**config.mk**
```make
export PLATFORM = sky130hd
export DESIGN_NAME = calc_requester
export DESIGN_NICKNAME = d
export VERILOG_FILES = /design/src/rtl/calc_pkg.sv /design/src/rtl/sat_counter.sv /design/src/rtl/calc_requester.sv
export SDC_FILE = /design/constraint.sdc
export NUM_CORES = 1
export LEC_CHECK = 0
export BUFFER_PORTS_ARGS = -buffer_cell sky130_fd_sc_hd__buf_2
export CAP_MARGIN = 20
export CORE_MARGIN = 2
export CORE_UTILIZATION = 50
export DETAILED_ROUTE_END_ITERATION = 12
export GPL_TIMING_DRIVEN = 0
export HOLD_SLACK_MARGIN = 0.08
export PLACE_DENSITY = 0.76
export SETUP_SLACK_MARGIN = 0.05
export SYNTH_ARGS = -nofsm -noshare
export SYNTH_HDL_FRONTEND = slang
export SYNTH_SLANG_ARGS = --single-unit
```
**constraint.sdc**
```tcl
create_clock -name CLOCK_50 -period 5.5 [get_ports CLOCK_50]
set_clock_uncertainty 0.15 [all_clocks]
set_input_delay 0 -clock CLOCK_50 [delete_from_list [all_inputs] [get_ports CLOCK_50]]
set_output_delay 0 -clock CLOCK_50 [all_outputs]
set_load 0.1 [all_outputs]
```
**src/rtl/calc_pkg.sv**
```systemverilog
// Shared definitions for the calculation requester and the calculation engine bench:
// requester FSM state encoding and the default watchdog limit.
package calc_pkg;

    typedef enum logic [2:0] {
        IDLE,
        ISSUE,
        WAIT_DONE,
        RELEASE,
        RESULT
    } calc_state_t;

    // Watchdog limit in WAIT_DONE cycles: two seconds at 50 MHz.
    localparam logic [31:0] CALC_TIMEOUT_CYCLES = 32'd100000000;

endpackage

```
**src/rtl/sat_counter.sv**
```systemverilog
// Saturating up-counter with synchronous clear and count enable.
// Serves as both the watchdog and the request latency counter.
module sat_counter #(
    parameter int W = 32
) (
    input  logic         clk,
    input  logic         rst_n,
    input  logic         clr,
    input  logic         en,
    output logic [W-1:0] count
);

    localparam logic [W-1:0] ALL_ONES = {W{1'b1}};

    // Clear wins over enable; the count sticks at all-ones instead of wrapping.
    always_ff @(posedge clk or negedge rst_n) begin
        if (!rst_n) begin
            count <= '0;
        end else if (clr) begin
            count <= '0;
        end else if (en && (count != ALL_ONES)) begin
            count <= count + 1'b1;
        end
    end

endmodule

```
**src/rtl/calc_requester.sv**
```systemverilog
// Calculation requester: accepts a bound from upstream, drives the calculation
// engine with a start level, waits for completion (guarded by a watchdog), waits
// for the engine to drop its done level, then presents the captured result
// downstream until it is accepted.
module calc_requester
    import calc_pkg::*;
#(
    parameter logic [31:0] TIMEOUT_CYCLES = CALC_TIMEOUT_CYCLES,
    parameter int          W              = 32
) (
    input  logic         CLOCK_50,
    input  logic         reset_n,
    input  logic         req_valid,
    input  logic [W-1:0] req_max,
    output logic         req_ready,
    output logic         calc_start,
    output logic [W-1:0] calc_max,
    input  logic [W-1:0] calc_sum,
    input  logic         calc_done,
    output logic         res_valid,
    input  logic         res_ready,
    output logic [W-1:0] res_sum,
    output logic [W-1:0] res_cycles,
    output logic         res_timeout
);

    localparam logic [W-1:0] TIMEOUT_W = W'(TIMEOUT_CYCLES);

    calc_state_t  state;
    logic [W-1:0] count;
    logic         accept;
    logic         cnt_en;

    // New requests are only taken while idle, so a result is never overwritten
    // before its handshake completes.
    always_comb begin
        req_ready = (state == IDLE);
        accept    = (state == IDLE) && req_valid;
        cnt_en    = (state == WAIT_DONE);
    end

    sat_counter #(
        .W (W)
    ) u_cycle_cnt (
        .clk   (CLOCK_50),
        .rst_n (reset_n),
        .clr   (accept),
        .en    (cnt_en),
        .count (count)
    );

    // Request sequencing FSM; every output is registered so the engine sees
    // glitch-free start/bound levels and calc_max only moves on an accept.
    always_ff @(posedge CLOCK_50 or negedge reset_n) begin
        if (!reset_n) begin
            state       <= IDLE;
            calc_start  <= 1'b0;
            calc_max    <= '0;
            res_valid   <= 1'b0;
            res_sum     <= '0;
            res_cycles  <= '0;
            res_timeout <= 1'b0;
        end else begin
            case (state)
                IDLE: begin
                    // A done level left over from a previous run is ignored here.
                    if (req_valid) begin
                        calc_max   <= req_max;
                        calc_start <= 1'b1;
                        state      <= ISSUE;
                    end
                end
                ISSUE: begin
                    // One cycle for the engine to see the start edge before
                    // done is trusted; stale done levels are ignored here too.
                    state <= WAIT_DONE;
                end
                WAIT_DONE: begin
                    // Completion takes priority over a watchdog expiry in the same cycle.
                    if (calc_done) begin
                        res_sum     <= calc_sum;
                        res_cycles  <= count;
                        res_timeout <= 1'b0;
                        calc_start  <= 1'b0;
                        state       <= RELEASE;
                    end else if (count == TIMEOUT_W) begin
                        res_sum     <= '0;
                        res_cycles  <= count;
                        res_timeout <= 1'b1;
                        calc_start  <= 1'b0;
                        state       <= RELEASE;
                    end
                end
                RELEASE: begin
                    // Wait for the engine to drop done so the next request
                    // cannot mistake the old level for a new completion.
                    if (!calc_done) begin
                        res_valid <= 1'b1;
                        state     <= RESULT;
                    end
                end
                RESULT: begin
                    if (res_ready) begin
                        res_valid <= 1'b0;
                        state     <= IDLE;
                    end
                end
                default: begin
                    calc_start <= 1'b0;
                    res_valid  <= 1'b0;
                    state      <= IDLE;
                end
            endcase
        end
    end

endmodule

```
### After elaboration in Yosys (flattened, before gate mapping)

Cells that the tools add are included.
W data, S select, Z words.

| storage, ports and cells | value |
|---|---|
| register bits | 134 |
| bits in latches | 0 |
| memory bits (writable) | 0 |
| memory bits (read-only) | 0 |
| input bits | 69 |
| output and inout port bits | 100 |
| word-level logic and storage cells | 54 |
| memories | 0 |

| cells by class | value |
|---|---|
| $add $sub $neg | 1 |
| multiply operators | 0 |
| divide/modulo/power cells | 0 |
| magnitude comparators | 0 |
| equality and inequality tests | 10 |
| shifts and indexed selects | 0 |
| muxes and demuxes | 21 |
| bitwise logic cells | 2 |
| reductions and logical operators | 12 |

Operators by type and width:

| operator | number |
|---|---|
| $mux W32 | 6 |
| $add A32 B1 Y32 const B | 1 |
| $eq A32 B27 Y1 const B | 1 |
| $ne A32 B32 Y1 const B | 1 |
| $mux W3 | 5 |
| $pmux W3 S5 | 1 |
| $mux W1 | 7 |
| $eq A3 B2 Y1 const B | 2 |
| $ne A2 B2 Y1 const B | 3 |
| $pmux W1 S3 | 2 |
| $reduce_and A3 Y1 | 2 |
| $reduce_or A3 Y1 | 2 |
| $reduce_and A2 Y1 | 2 |
| $reduce_and A4 Y1 | 1 |
| $reduce_bool A2 Y1 | 2 |
| $eq A3 B1 Y1 const B | 1 |
| $eq A3 B3 Y1 const B | 1 |
| $logic_not A3 Y1 | 1 |
| $ne A3 B3 Y1 const B | 1 |
| $logic_and A1 B1 Y1 | 2 |
| $not A1 Y1 | 2 |

### Depth between registers and ports, before layout

| logic depth | value |
|---|---|
| depth in word-level cells | 4 |
| depth in mapped cells | 9 |
| mapped depth without buffers | 7 |

### Hierarchy

A second synthesis with hierarchy kept.

| second synthesis, totals | value |
|---|---|
| cells, all modules | 449 |
| area total of the unflattened synthesis | 5776.8 sq um |

By module, submodules not included:

| module | times used | cells an instance | area an instance (sq um) | seq. area each (sq um) |
|---|---|---|---|---|
| calc_requester | 1 | 251 | 3922.5 | 2552.4 |
| sat_counter | 1 | 198 | 1854.3 | 800.8 |

### Worst setup path after synthesis

No wires, ideal clock.

| timing path | value |
|---|---|
| path kind | reg2reg |
| from | reg state[1] |
| to | reg calc_max[19] |
| library setup time | 0.068 ns |
| arrival | 3.713 ns |
| required time | 5.282 ns |
| path slack | 1.569 ns |
| cell stages (with the launch flop) | 8 |
| buffers on the path | 3 |
| period minus slack after synthesis | 3.931 ns |
| cell sequence | dfrtp_1 > clkbuf_1 > nor3_1 > and2_1 > clkbuf_1 > buf_1 > nand2_1 > nand2_1 |

| between the ends | value |
|---|---|
| longest elaborated chain between the ends | 2 |

RTL lines:

| item | line | source |
|---|---|---|
| from (decl) | calc_requester.sv:29 | `calc_state_t state;` |
| from (signal assigned) | calc_requester.sv:56 | `state <= IDLE;` |
| from (signal assigned) | calc_requester.sv:70 | `state <= ISSUE;` |
| from (signal assigned) | calc_requester.sv:76 | `state <= WAIT_DONE;` |
| $logic_not A3 Y1 | -- |  |
| named net req_ready | calc_requester.sv:15 | `output logic req_ready,` |
| $reduce_and A2 Y1 (no line) | -- |  |
| to (signal assigned) | calc_requester.sv:68 | `calc_max <= req_max;` |
| to (decl) | calc_requester.sv:17 | `output logic [W-1:0] calc_max,` |

The timed path passes the listed nets, and every way through them passes these cells.
A chain may end at the register's enable or synchronous reset.

### Final worst setup path

| timing path | value |
|---|---|
| from | reg u_cycle_cnt.count[0] |
| to | reg u_cycle_cnt.count[17] |

| between the ends | value |
|---|---|
| longest elaborated chain between the ends | 3 |
| elaborated cells between the ends (all ways) | 6 |
| those cells by class | 1 x add/sub; 1 x eq/ne; 2 x mux; 2 x reduce/logical |

RTL lines:

| item | line | source |
|---|---|---|
| from (decl) | sat_counter.sv:10 | `output logic [W-1:0] count` |
| from (signal assigned) | sat_counter.sv:22 | `count <= count + 1'b1;` |
| $add A32 B1 Y32 or $ne A32 B32 Y1 (tied branches) | sat_counter.sv:22, sat_counter.sv:21 |  |
| $mux W32 or $logic_and A1 B1 Y1 (tied branches) | sat_counter.sv:21 | `end else if (en && (count != ALL_ONES)) begin` |
| $mux W32 or $reduce_bool A2 Y1 (tied branches) | -- |  |

Several ways; a longest one is shown, not always the timed one. The select of a mux whose other input is x is not followed.

==> run metrics <==
post-route non-filler standard cell count=939; post-route worst setup slack=2.490 ns; start of the worst register-to-register path=u_cycle_cnt.count[0]$_DFFE_PN0P_; length in cells of the worst reg-to-reg path=8; Net count, final=856; # placed instances=837; slew at the pin closest to its max-slew limit=0.7351 ns; terminus of the critical flop-to-flop path=u_cycle_cnt.count[17]$_DFFE_PN0P_; remaining antenna violation count=0; most common flop cell mapped by yosys=sky130_fd_sc_hd__dfrtp_1; Ys Warns=0; ranking of synthesized cells by area=sky130_fd_sc_hd__dfrtp_1 58%, sky130_fd_sc_hd__nand2_1 8.5%, sky130_fd_sc_hd__mux2_4 7.2%; initial antenna violation count=0; max_slew headroom=50.58%; Std-Cell Core Area=0.01137 mm^2; initial cell density of the core=51.06%; y dimension of the die=111.8 um; antenna diode count=0; total routing usage reported by global routing=27.34%; total number of clock tree sinks=134; FP Rows=39; Final Hold Vio Count=0; Max-Cap Viols=0; largest fanout on the critical path=10; Final Max Slew Viols=0; detailed-route wire length on metal 1=6810 um; gate count after technology mapping=525; clock input transition at the sequential cells of the worst setup and hold paths=0.06 ns; final cycle utilization of the critical path=54.73%; cell area after placement=0.006859 mm^2; highest metal layer used by the detailed router=met4; HPWL reported at the end of detailed placement=9993 um; top cell type's share of synthesized area=57.76%; Hold/Removal Path Class=in2reg; TritonCTS buffer count=17; pre-CTS worst setup slack=2.586 ns; result of the run=finished clean; Via density=5.607; IO Port Bufs=168; H-tree levels=4; flop and latch count out of synthesis=134; arrival time reported for the critical path endpoint=3.15 ns; Netlist cell types=51; fraction of synthesis flops using an asynchronous set or reset pin=100.0%; IO Count=169; clock latency on the worst-skew pair=0.42 ns; Root Buffer=sky130_fd_sc_hd__clkbuf_16; maximum clock insertion buffer count=2; flop2flop setup slack=2.49 ns; Post-Synthesis Net Count=596; global-route wire length before repair=27120 um; end of the worst hold path=calc_max[25]$_DFFE_PN0P_; fraction of final layout cells with drive strength greater than 1=31.28%; drt first-iter violations=522; TritonCTS clock tree=built; final design area excluding fillers=0.008162 mm^2; f_max=332.2 MHz; routed wire length per instance=17.52 um; setup total negative slack=0 ns; routed length on met3=1329 um; setup repair after global routing missed its margin=false; cell area after technology mapping=0.005806 mm^2; commonest cells after routing, fill and taps aside=175 x sky130_fd_sc_hd__buf_2, 134 x sky130_fd_sc_hd__dfrtp_1, 132 x sky130_fd_sc_hd__nand2_1; startpoint of the lowest-slack hold path=req_max[25]; Critical Setup Path Class=reg2reg; Die Outline Area=0.01249 mm^2; critical path endpoint category=flip-flop; overall via count from detail_route=5265; final-report setup violation count=0; number of synthesized flops with an enable pin=0; met2 WL post-DR=7975 um; Critical Path RT=5.64 ns; library cell occupying the most area in the post-synthesis netlist=sky130_fd_sc_hd__dfrtp_1; WHS Path Cells=4; Post-Synthesis Mean Instance Area=11.06 um^2; leading cell type in the layout, fill and taps excluded=sky130_fd_sc_hd__buf_2; grt total ovfl=0; post-detailed-route DRC marker count=0; area growth from synthesis to final layout=40.58%; sequential area share after synthesis=57.76%; pin count of the biggest net entering global routing=72; postcts setup bufs=0; vias in the first global route=5341; Routed Wire Length=16450 um; type of origin of the critical path=flip-flop; number of search-and-repair iterations in the first detailed-routing pass=7; global placement routability congestion=0.9155; chip width=111.8 um; clock period minus final worst setup slack=3.010 ns
## synthesized netlist by cell type (2+ instances only)
library cell and n:
sky130_fd_sc_hd__a211o_1 2, sky130_fd_sc_hd__a21o_1 3, sky130_fd_sc_hd__a21oi_1 9, sky130_fd_sc_hd__a22o_1 32, sky130_fd_sc_hd__a31oi_1 27, sky130_fd_sc_hd__a41oi_1 7
sky130_fd_sc_hd__and2_1 2, sky130_fd_sc_hd__and3_1 5, sky130_fd_sc_hd__and4_1 4, sky130_fd_sc_hd__buf_1 3, sky130_fd_sc_hd__buf_2 8, sky130_fd_sc_hd__buf_6 3
sky130_fd_sc_hd__clkbuf_1 19, sky130_fd_sc_hd__dfrtp_1 134, sky130_fd_sc_hd__ha_1 2, sky130_fd_sc_hd__inv_1 7, sky130_fd_sc_hd__mux2_2 5, sky130_fd_sc_hd__mux2_4 28
sky130_fd_sc_hd__nand2_1 132, sky130_fd_sc_hd__nand3_1 14, sky130_fd_sc_hd__nand4_1 6, sky130_fd_sc_hd__nor2_1 13, sky130_fd_sc_hd__nor3_1 8, sky130_fd_sc_hd__nor4_2 2
sky130_fd_sc_hd__o211ai_1 2, sky130_fd_sc_hd__o21ai_0 12, sky130_fd_sc_hd__o31ai_1 4, sky130_fd_sc_hd__or3_1 2, sky130_fd_sc_hd__or4_1 8
## layout make-up
class	count	area, um^2
Sequential cell	134	3353
Fill cell	752	3208
Multi-Input combinational cell	351	2270
Timing Repair Buffer	241	1613
Clock buffer	21	460.4
Tap cell	143	178.9
Buffer	33	156.4
Clock inverter	9	103.9
Inverter	7	26.28
## registers in the layout, indices dropped and copies added, names as in the netlist
| register | flops |
|---|---|
| u_cycle_cnt.count | 32 |
| res_valid | 1 |
| res_timeout | 1 |
| calc_start | 1 |
| calc_max | 32 |
| res_sum | 32 |
| res_cycles | 32 |
| state | 3 |
## worst max-delay path by stage
stage / start / end / depth (start not counted)
after detailed placement: u_cycle_cnt.count[0]$_DFFE_PN0P_ / u_cycle_cnt.count[17]$_DFFE_PN0P_ / 8
final: u_cycle_cnt.count[0]$_DFFE_PN0P_ / u_cycle_cnt.count[17]$_DFFE_PN0P_ / 8
after global routing: u_cycle_cnt.count[0]$_DFFE_PN0P_ / u_cycle_cnt.count[16]$_DFFE_PN0P_ / 8
after global placement: reset_n / calc_max[19]$_DFFE_PN0P_ / 1
after CTS: u_cycle_cnt.count[0]$_DFFE_PN0P_ / u_cycle_cnt.count[18]$_DFFE_PN0P_ / 8
after floorplan: state[1]$_DFFE_PN0P_ / calc_max[19]$_DFFE_PN0P_ / 7
## what timing repair did
action,CTS,global route
endpoints found under the hold margin,208,0
hold buffers,72,0
resized for setup,0,0
## layer usage
| metal | global-route usage [%] | up-vias |
|---|---|---|
| li1 | - | 2410 |
| met1 | 34.70 | 2567 |
| met2 | 44.73 | 257 |
| met3 | 8.383 | 31 |
| met4 | 9.630 | 0 |
| met5 | 0 | - |
## worst max-delay path: stages, from the launching register on
cell,delay (ns)
sky130_fd_sc_hd__dfrtp_1,0.50
sky130_fd_sc_hd__ha_1,0.22
sky130_fd_sc_hd__nand3_1,0.32
sky130_fd_sc_hd__nor4_4,0.64
sky130_fd_sc_hd__a31oi_1,0.26
sky130_fd_sc_hd__buf_2,0.26
sky130_fd_sc_hd__clkbuf_1,0.30
sky130_fd_sc_hd__o21ai_0,0.15
sky130_fd_sc_hd__o21ai_0,0.10
## kinds of logic after synthesis
family          count (synthesis)  share of synthesized area (%)
buf+inv                        40                          3.147
simple gates                  206                          16.47
xor+xnor                        1                         0.1509
compound gates                108                          13.66
flops                         134                          57.76
mux                            34                          8.384
fa+ha+maj                       2                         0.4310
## metrics by stage
| stage | util [%] | hold slack, ns |
|---|---|---|
| after global routing | 71.78 | 0.1795 |
| final | 71.78 | 0.1633 |
| after detailed placement | 60.33 | -0.1169 |
| after floorplan | - | -0.4456 |
| after CTS | 71.78 | 0.1385 |
| after global placement | 60.03 | 0.04030 |
Power is left out: the tool's default activity adds up to more than one toggle a clock period on the data nets, which glitch-free logic cannot reach.
